[src/rtl/fc_engine.sv]
// Fully-connected layer engine: LANES signed MACs per cycle, one output neuron per pass.
// Define FC_RELU_EN to clamp negative saturated results to zero before they are written.
module fc_engine #(
  parameter int DATA_WIDTH     = 8,
  parameter int WEIGHT_WIDTH   = 4,
  parameter int LANES          = 20,
  parameter int IN_NUM         = 800,
  parameter int OUT_NUM        = 500,
  parameter int ACC_WIDTH      = 32,
  parameter int OUT_SHIFT      = 4,
  parameter int IN_ADDR_WIDTH  = 10,
  parameter int W_ADDR_WIDTH   = 15,
  parameter int OUT_ADDR_WIDTH = 10
) (
  input  logic                            clk,
  input  logic                            srst,
  input  logic                            fc_start,
  input  logic                            mem_sel,
  output logic                            busy,
  output logic                            fc_done,
  input  logic [LANES*DATA_WIDTH-1:0]     sram_rdata_c,
  input  logic [LANES*DATA_WIDTH-1:0]     sram_rdata_d,
  output logic [IN_ADDR_WIDTH-1:0]        sram_raddr_in,
  input  logic [LANES*WEIGHT_WIDTH-1:0]   sram_rdata_weight,
  output logic [W_ADDR_WIDTH-1:0]         sram_raddr_weight,
  output logic                            sram_write_enable_out,
  output logic [OUT_ADDR_WIDTH-1:0]       sram_waddr_out,
  output logic [DATA_WIDTH-1:0]           sram_wdata_out
);

  localparam int CHUNKS = IN_NUM / LANES;
  localparam int KW     = (CHUNKS > 1) ? $clog2(CHUNKS) : 1;
  localparam int NW     = (OUT_NUM > 1) ? $clog2(OUT_NUM) : 1;
  localparam int PW     = DATA_WIDTH + WEIGHT_WIDTH;
  localparam logic signed [ACC_WIDTH-1:0] SAT_MAX = ACC_WIDTH'(2 ** (DATA_WIDTH - 1) - 1);
  localparam logic signed [ACC_WIDTH-1:0] SAT_MIN = ~SAT_MAX;

  typedef enum logic [2:0] {S_IDLE, S_RUN, S_DRAIN, S_WRITE, S_DONE} state_t;

  state_t                         state;
  logic [KW-1:0]                  chunk_idx;
  logic [NW-1:0]                  neuron_idx;
  logic [W_ADDR_WIDTH-1:0]        wbase;
  logic                           sel_q;
  logic                           vld_p0;
  logic signed [ACC_WIDTH-1:0]    acc_p1;
  logic signed [ACC_WIDTH-1:0]    psum_p0;
  logic [LANES*DATA_WIDTH-1:0]    src_word;
  logic [KW-1:0]                  chunk_nxt;

  function automatic logic signed [PW-1:0] lane_prod(
    input logic signed [DATA_WIDTH-1:0]   a,
    input logic signed [WEIGHT_WIDTH-1:0] b
  );
    return a * b;
  endfunction

  function automatic logic signed [DATA_WIDTH-1:0] sat_shift(
    input logic signed [ACC_WIDTH-1:0] a
  );
    logic signed [ACC_WIDTH-1:0] s;
    s = a >>> OUT_SHIFT;
    if (s > SAT_MAX) return SAT_MAX[DATA_WIDTH-1:0];
    if (s < SAT_MIN) return SAT_MIN[DATA_WIDTH-1:0];
    return s[DATA_WIDTH-1:0];
  endfunction

  function automatic logic signed [DATA_WIDTH-1:0] out_fn(
    input logic signed [DATA_WIDTH-1:0] v
  );
`ifdef FC_RELU_EN
    return v[DATA_WIDTH-1] ? '0 : v;
`else
    return v;
`endif
  endfunction

  assign src_word  = sel_q ? sram_rdata_d : sram_rdata_c;
  assign chunk_nxt = chunk_idx + KW'(1);

  // Stage p0: SRAM words arriving this cycle reduced to one full-precision lane sum
  always_comb begin
    psum_p0 = '0;
    for (int i = 0; i < LANES; i++) begin
      psum_p0 = psum_p0 + ACC_WIDTH'(lane_prod(src_word[i*DATA_WIDTH +: DATA_WIDTH],
                                               sram_rdata_weight[i*WEIGHT_WIDTH +: WEIGHT_WIDTH]));
    end
  end

  // Stage p1: accumulator plus the control FSM; outputs are registered alongside state
  always_ff @(posedge clk or posedge srst) begin
    if (srst) begin
      state                 <= S_IDLE;
      chunk_idx             <= '0;
      neuron_idx            <= '0;
      wbase                 <= '0;
      sel_q                 <= 1'b0;
      vld_p0                <= 1'b0;
      acc_p1                <= '0;
      busy                  <= 1'b0;
      fc_done               <= 1'b0;
      sram_raddr_in         <= '0;
      sram_raddr_weight     <= '0;
      sram_write_enable_out <= 1'b0;
      sram_waddr_out        <= '0;
      sram_wdata_out        <= '0;
    end else begin
      sram_write_enable_out <= 1'b0;
      sram_waddr_out        <= '0;
      sram_wdata_out        <= '0;
      sram_raddr_in         <= '0;
      sram_raddr_weight     <= '0;
      fc_done               <= 1'b0;
      vld_p0                <= (state == S_RUN);
      if (vld_p0) acc_p1 <= acc_p1 + psum_p0;
      case (state)
        S_IDLE: begin
          if (fc_start) begin
            sel_q      <= mem_sel;
            chunk_idx  <= '0;
            neuron_idx <= '0;
            wbase      <= '0;
            acc_p1     <= '0;
            busy       <= 1'b1;
            state      <= S_RUN;
          end
        end
        S_RUN: begin
          if (chunk_idx == KW'(CHUNKS - 1)) begin
            state <= S_DRAIN;
          end else begin
            chunk_idx         <= chunk_nxt;
            sram_raddr_in     <= IN_ADDR_WIDTH'(chunk_nxt);
            sram_raddr_weight <= wbase + W_ADDR_WIDTH'(chunk_nxt);
          end
        end
        S_DRAIN: begin
          // Last chunk lands this cycle, so the written value folds it in directly
          sram_write_enable_out <= 1'b1;
          sram_waddr_out        <= OUT_ADDR_WIDTH'(neuron_idx);
          sram_wdata_out        <= out_fn(sat_shift(acc_p1 + psum_p0));
          state                 <= S_WRITE;
        end
        S_WRITE: begin
          acc_p1    <= '0;
          chunk_idx <= '0;
          if (neuron_idx == NW'(OUT_NUM - 1)) begin
            fc_done <= 1'b1;
            state   <= S_DONE;
          end else begin
            neuron_idx        <= neuron_idx + NW'(1);
            wbase             <= wbase + W_ADDR_WIDTH'(CHUNKS);
            sram_raddr_weight <= wbase + W_ADDR_WIDTH'(CHUNKS);
            state             <= S_RUN;
          end
        end
        S_DONE: begin
          busy  <= 1'b0;
          state <= S_IDLE;
        end
        default: state <= S_IDLE;
      endcase
    end
  end

endmodule

[config.mk]
export PLATFORM = sky130hd
export DESIGN_NAME = fc_engine
export DESIGN_NICKNAME = d
export VERILOG_FILES = /design/src/rtl/fc_engine.sv
export SDC_FILE = /design/constraint.sdc
export NUM_CORES = 2
export LEC_CHECK = 0
export CORE_ASPECT_RATIO = 0.5
export CORE_MARGIN = 2
export CORE_UTILIZATION = 45
export DETAILED_ROUTE_END_ITERATION = 8
export PLACE_DENSITY = 0.66
export REMOVE_ABC_BUFFERS = 1
export SYNTH_ARGS = -nofsm -noshare
export SYNTH_HDL_FRONTEND = slang
export SYNTH_SLANG_ARGS = --single-unit
[constraint.sdc]
create_clock -name clk -period 13.9 [get_ports clk]
set_input_delay 2.085 -clock clk [delete_from_list [all_inputs] [get_ports clk]]
set_output_delay 2.085 -clock clk [all_outputs]
set_load 0.02 [all_outputs]
# Word level (Yosys, flattened, before mapping)
# Index checks and enable logic that the tools add are counted.
dict set report totals {
  wordCells 117
  inputBits 404
  mem_bits_rw 0
  rom_bits 0
  regBits 113
  memories 0
  out_inout_bits 46
  latch_bits 0
}
dict set report op_classes {
  n_shift 0
  mux 38
  multipliers 20
  n_lt_le_gt_ge 2
  bitwise 0
  reduce_logical 9
  div 0
  n_addsub 24
  n_eq_ne 10
}
# op n
set op_table {}
lappend op_table {{multiplier 8 x 4 -> 12 bit} 20}
lappend op_table {{two-way mux 160 bit} 1}
lappend op_table {{two-way mux 32 bit} 2}
lappend op_table {{case mux 32 bit (2 select lines)} 1}
lappend op_table {{two-way mux 15 bit} 4}
lappend op_table {{case mux 15 bit (2 select lines)} 2}
lappend op_table {{two-way mux 8 bit} 5}
lappend op_table {{adder 32 x 31 -> 32 bit} 1}
lappend op_table {{adder 30 x 12 -> 31 bit} 1}
lappend op_table {{adder 29 x 12 -> 30 bit} 1}
lappend op_table {{adder 28 x 12 -> 29 bit} 1}
lappend op_table {{adder 27 x 12 -> 28 bit} 1}
lappend op_table {{> comparator 28 x 8 -> 1 bit, second input constant} 1}
lappend op_table {{< comparator 28 x 8 -> 1 bit, second input constant} 1}
lappend op_table {{adder 26 x 12 -> 27 bit} 1}
lappend op_table {{two-way mux 9 bit} 3}
lappend op_table {{adder 25 x 12 -> 26 bit} 1}
lappend op_table {{adder 24 x 12 -> 25 bit} 1}
lappend op_table {{adder 23 x 12 -> 24 bit} 1}
lappend op_table {{two-way mux 6 bit} 4}
lappend op_table {{adder 22 x 12 -> 23 bit} 1}
lappend op_table {{adder 21 x 12 -> 22 bit} 1}
lappend op_table {{adder 20 x 12 -> 21 bit} 1}
lappend op_table {{adder 19 x 12 -> 20 bit} 1}
lappend op_table {{other kinds (29)} 46}

# Logic depth before layout (Yosys ltp)
dict set report depth {
  depth_word 30
  ltp_mapped 37
  mapped_depth_nobuf 33
}

# Worst setup path after synthesis
# Ideal clock, no wire load.
dict set report synth_timing {
  path_type {input to register}
  start {in sram_rdata_d[7]}
  end {reg sram_wdata_out[0]}
  path_stages 30
  t_required_ps 13782
  arrival_ps 11288
  setup_time_ps 118
  path_buffers 0
  path_slack_ps 2494
  cell_sequence {mux2i_1 nand2b_1 fa_1 fa_1 inv_1 fa_1 inv_1 fa_1 inv_1 fa_1 inv_1 fa_1 fa_1 fa_1 inv_1 fa_1 inv_1 fa_1 inv_1 ha_1 a21oi_2 o21ai_1 o21bai_1 a2111o_1 or3_1 a211oi_1 nand4_1 nor4_2 a41oi_4 a21o_1}
}
dict set report synth_between {
  elab_chain_len 29
  elab_cells_between_ends 33
  classes_between {add/sub: 20; mul: 1; order compare: 2; mux: 10}
}
# element line_no
set synth_rtl {}
lappend synth_rtl {{from (decl)} 22} ;# input logic [LANES*DATA_WIDTH-1:0] sram_rdata_d,
lappend synth_rtl {{two-way mux 160 bit (*)} 78} ;# assign src_word = sel_q ? sram_rdata_d : sram_rdata_c;
lappend synth_rtl {{multiplier 8 x 4 -> 12 bit (*)} 55} ;# return a * b;
lappend synth_rtl {{adder 12 x 12 -> 13 bit (*)} 85} ;# psum_p0 = psum_p0 + ACC_WIDTH'(lane_prod(src_word[i*DATA_WIDTH +: DATA_WIDTH],
lappend synth_rtl {{adder 13 x 12 -> 14 bit (*)} 85}
lappend synth_rtl {{adder 14 x 12 -> 15 bit (*)} 85}
lappend synth_rtl {{adder 15 x 12 -> 16 bit (*)} 85}
lappend synth_rtl {{adder 16 x 12 -> 17 bit (*)} 85}
lappend synth_rtl {{adder 17 x 12 -> 18 bit (*)} 85}
lappend synth_rtl {{[12 not listed]} --}
lappend synth_rtl {{adder 30 x 12 -> 31 bit (*)} 85}
lappend synth_rtl {{adder 32 x 31 -> 32 bit (*)} 141} ;# sram_wdata_out <= out_fn(sat_shift(acc_p1 + psum_p0));
lappend synth_rtl {{< comparator 28 x 8 -> 1 bit} 64} ;# if (s < SAT_MIN) return SAT_MIN[DATA_WIDTH-1:0];
lappend synth_rtl {{two-way mux 1 bit (2 in series)} 64}
lappend synth_rtl {{two-way mux 1 bit} 116} ;# case (state)
lappend synth_rtl {{two-way mux 8 bit} 65} ;# return s[DATA_WIDTH-1:0];
lappend synth_rtl {{two-way mux 8 bit (*)} 64}
lappend synth_rtl {{two-way mux 8 bit (*)} 116}
lappend synth_rtl {{to (signal assigned)} 141}
lappend synth_rtl {{to (decl)} 28} ;# output logic [DATA_WIDTH-1:0] sram_wdata_out
# Mark *: on every way between the ends. The rest lies on a longest branch, timed or not. The select of a mux whose other input is x is not followed.
# A chain may end at the register's enable or synchronous reset.

# Final worst setup path
dict set report layout_timing {
  start {in sram_rdata_weight[47]}
  end {reg sram_wdata_out[6]}
}
dict set report layout_between {
  elab_chain_len 18
  elab_cells_between_ends 22
  classes_between {add/sub: 10; mul: 1; order compare: 2; mux: 9}
}
# element line_no
set layout_rtl {}
lappend layout_rtl {{from (decl)} 24} ;# input logic [LANES*WEIGHT_WIDTH-1:0] sram_rdata_weight,
lappend layout_rtl {{multiplier 8 x 4 -> 12 bit (*)} 55}
lappend layout_rtl {{adder 22 x 12 -> 23 bit (*)} 85}
lappend layout_rtl {{adder 23 x 12 -> 24 bit (*)} 85}
lappend layout_rtl {{adder 24 x 12 -> 25 bit (*)} 85}
lappend layout_rtl {{adder 25 x 12 -> 26 bit (*)} 85}
lappend layout_rtl {{adder 26 x 12 -> 27 bit (*)} 85}
lappend layout_rtl {{adder 27 x 12 -> 28 bit (*)} 85}
lappend layout_rtl {{adder 28 x 12 -> 29 bit (*)} 85}
lappend layout_rtl {{adder 29 x 12 -> 30 bit (*)} 85}
lappend layout_rtl {{adder 30 x 12 -> 31 bit (*)} 85}
lappend layout_rtl {{adder 32 x 31 -> 32 bit (*)} 141}
lappend layout_rtl {{< comparator 28 x 8 -> 1 bit} 64}
lappend layout_rtl {{two-way mux 1 bit (2 in series)} 64}
lappend layout_rtl {{two-way mux 1 bit} 116}
lappend layout_rtl {{two-way mux 8 bit} 65}
lappend layout_rtl {{two-way mux 8 bit (*)} 64}
lappend layout_rtl {{two-way mux 8 bit (*)} 116}
# Marks and branches as above.

==> results.sh <==
export IMPL_ant_nets=0
export IMPL_antenna_found_initial=5
export IMPL_wirelength_um=110000
export IMPL_ys_seq_area_frac=0.06738
export IMPL_outcome="complete, no violations"
export IMPL_synthAdderAreaFrac=0.5828
export IMPL_synth_top_cell_by_area="fa_1"
export IMPL_via_count=27260
export IMPL_grt_max_degree=65
export IMPL_cts_tree="done"
export IMPL_cp_required_ps=14170
export IMPL_wl_per_cell_um=19.86
export IMPL_cp_slowest_stage_delay_ps=910
export IMPL_worstPathArrival_ps=12680
export IMPL_end_kind="flop"
export IMPL_grt_usage=0.2610
export IMPL_cts_buffers=9
export IMPL_drtIter0Drc=1614
export IMPL_max_slew_margin=0.2735
export IMPL_final_common_cell="inv_1"
export IMPL_yosys_area_top_type_share=0.5303
export IMPL_filler_cell_count=7911
export IMPL_synth_top_family_by_area="adder cells"
export IMPL_yosysWarnings=0
export IMPL_synthTopCellsByArea="fa_1 (53%), inv_1 (11%), dfrtp_1 (6.7%)"
export IMPL_hold_violations=0
export IMPL_num_io_pins=450
export IMPL_start_util=0.4537
export IMPL_core_area_um2=85960
export IMPL_drive_gt1_frac=0.04217
export IMPL_nets=5958
export IMPL_crit_path_start_kind="input port"
export IMPL_first_pass_iters=5
export IMPL_cts_clk_slew_worst_paths_ps=80
export IMPL_yosys_area_share_xor_xnor=0.01623
export IMPL_crit_path_frequent_cell="fa_1"
export IMPL_pre_cts_slack_ps=1231
export IMPL_clock_skew_ps=10.53
export IMPL_synth_compound_area_share=0.03879
export IMPL_dieArea_um2=89180
export IMPL_avgSynthCellArea_um2=9.888
export IMPL_timing_final_crit_period_ps=12400
export IMPL_clk_path_buf_depth=2
export IMPL_syn_area_um2=39000
export IMPL_hold_path_class="flop to flop"
export IMPL_synth_main_ff_cell="dfrtp_1"
export IMPL_post_cts_buffers=0
export IMPL_synth_distinct_cells=75
export IMPL_viasPerCell=4.925
export IMPL_finalCritPeriodShare=0.8923
export IMPL_synth_simple_area_share=0.1218
export IMPL_crit_fanout=11
export IMPL_synth_edff_count=0
export IMPL_cts_max_level=3
export IMPL_hpwl_um=99400
export IMPL_grt_pass1_wl_um=175300
export IMPL_worst_setup_path_type="input port to flop"
export IMPL_grt_ovfl_total=0
export IMPL_drc=0
export IMPL_setup_violations=0
export IMPL_final_cell_mix="inv_1 (1191), fa_1 (1033), clkdlybuf4s50_1 (444), nand2_1 (256), nor2b_1 (223)"
export IMPL_synth_mux_area_fraction=0.05092
export IMPL_drv_cap=0
export IMPL_cts_root_buf="clkbuf_16"
export IMPL_tns_ps=0
export IMPL_crit_path_top_delay_cell="fa_1"
export IMPL_fp_dieH_um=212.2
export IMPL_die_x_um=420.3
export IMPL_synthCells=3944
export IMPL_postCtsResizedCells=0
export IMPL_drv_slew=0
export IMPL_holdBufCountCts=0
export IMPL_rows=76
export IMPL_cts_sinks=105
export IMPL_gp_congestion=1.018
export IMPL_rsz0062_at_grt="no"
export IMPL_synth_async_reset_ratio=1.000
export IMPL_postLayoutSetupSlackWorst_ps=1496
export IMPL_synth_seq_cells=105
export IMPL_io_buffers=444
export IMPL_fmax_mhz=80.62
export IMPL_clk_latency_ps=390
export IMPL_worstMarginPinSlew_ps=1086
export IMPL_synthToLayoutAreaGrowth_pct=15.68
export IMPL_grt_pass1_vias=30670
## cell usage after synthesis (7+ instances only)
cell type	instances
a21oi_1	50
dfrtp_1	105
nand3_1	15
o21ai_1	10
nor3_1	9
clkbuf_1	44
buf_1	10
and2_1	120
o21ai_0	56
nor2_1	109
o21a_1	7
inv_1	1192
nand2_1	256
xnor2_1	45
mux2_2	75
a21o_1	31
fa_1	1033
ha_1	163
and3_1	11
nand2b_1	68
nor2b_1	223
buf_4	7
a211oi_1	9
xor2_1	21
mux2i_1	114
nand4_1	11
or2_2	48
## registers in the layout, summed over array words and instances, names as in the netlist, 3 cells and up
register           cells
acc_p1                32
chunk_idx              6
neuron_idx             9
sram_raddr_in          6
sram_raddr_weight     15
sram_waddr_out         9
sram_wdata_out         8
state                  3
wbase                 12
## logic make-up (layout without fill, tap and decap cells)
logic type,Yosys count,after routing
buf+inv,1258,1671
fa+ha+maj,1197,1197
simple gates,900,900
compound gates,226,226
mux,189,189
flops,105,105
xor+xnor,68,68
other cells,1,10
## path summary, 6_finish.rpt
path                            depth (start not counted)  slack, ps                 to                  start
worst max-delay path                                   29       1500  sram_wdata_out[6]  sram_rdata_weight[47]
min in group asynchronous                               2       2190          wbase[14]                   srst
worst max register to register                         29       2300  sram_wdata_out[6]                  sel_q
max in group asynchronous                               3      10510  sram_wdata_out[3]                   srst
worst min register to register                          1        520       chunk_idx[1]           chunk_idx[1]
worst min-delay path                                    1        520       chunk_idx[1]           chunk_idx[1]
## final cells by class
cell class | count | area [µm²] | share of cell area
Antenna cell | 3 | 7.507 | 0.0001664
Clock buffer | 10 | 239.0 | 0.005298
Clock inverter | 6 | 63.81 | 0.001415
Inverter | 1192 | 4477 | 0.09924
Multi-Input combinational cell | 2587 | 31640 | 0.7014
Sequential cell | 105 | 2631 | 0.05833
Tap cell | 1170 | 1464 | 0.03245
Timing Repair Buffer | 463 | 4587 | 0.1017
## worst max-delay path: cells and delay by family
family | cells | cell delay [ps]
adders and majority gates | 11 | 6210
and+or+nand+nor | 2 | 560
AOI/OAI and AO/OA | 9 | 2340
buffers and inverters | 7 | 1480
## metrics by stage
| step | instance area [µm²] | std cells | hold WS (ps) | utilization |
|---|---|---|---|---|
| final | 45110 | 5536 | 520.5 | 0.5248 |
| after global placement | 44800 | 5517 | 493.4 | 0.5212 |
| after detailed placement | 44800 | 5517 | 504.3 | 0.5212 |
| after global routing | 45110 | 5536 | 560.4 | 0.5248 |
| after CTS | 45100 | 5533 | 524.8 | 0.5247 |
| after floorplan | 38740 | 3884 | 473.3 | - |
## routing by layer
layer | GRT usage | wire [µm]
met5 | 0 | 0
met4 | 0.04993 | 1977
met3 | 0.06592 | 8440
met2 | 0.4272 | 52830
met1 | 0.3550 | 46720
Power is left out: the tool's default activity adds up to more than one toggle a clock period on the data nets, which glitch-free logic cannot reach.
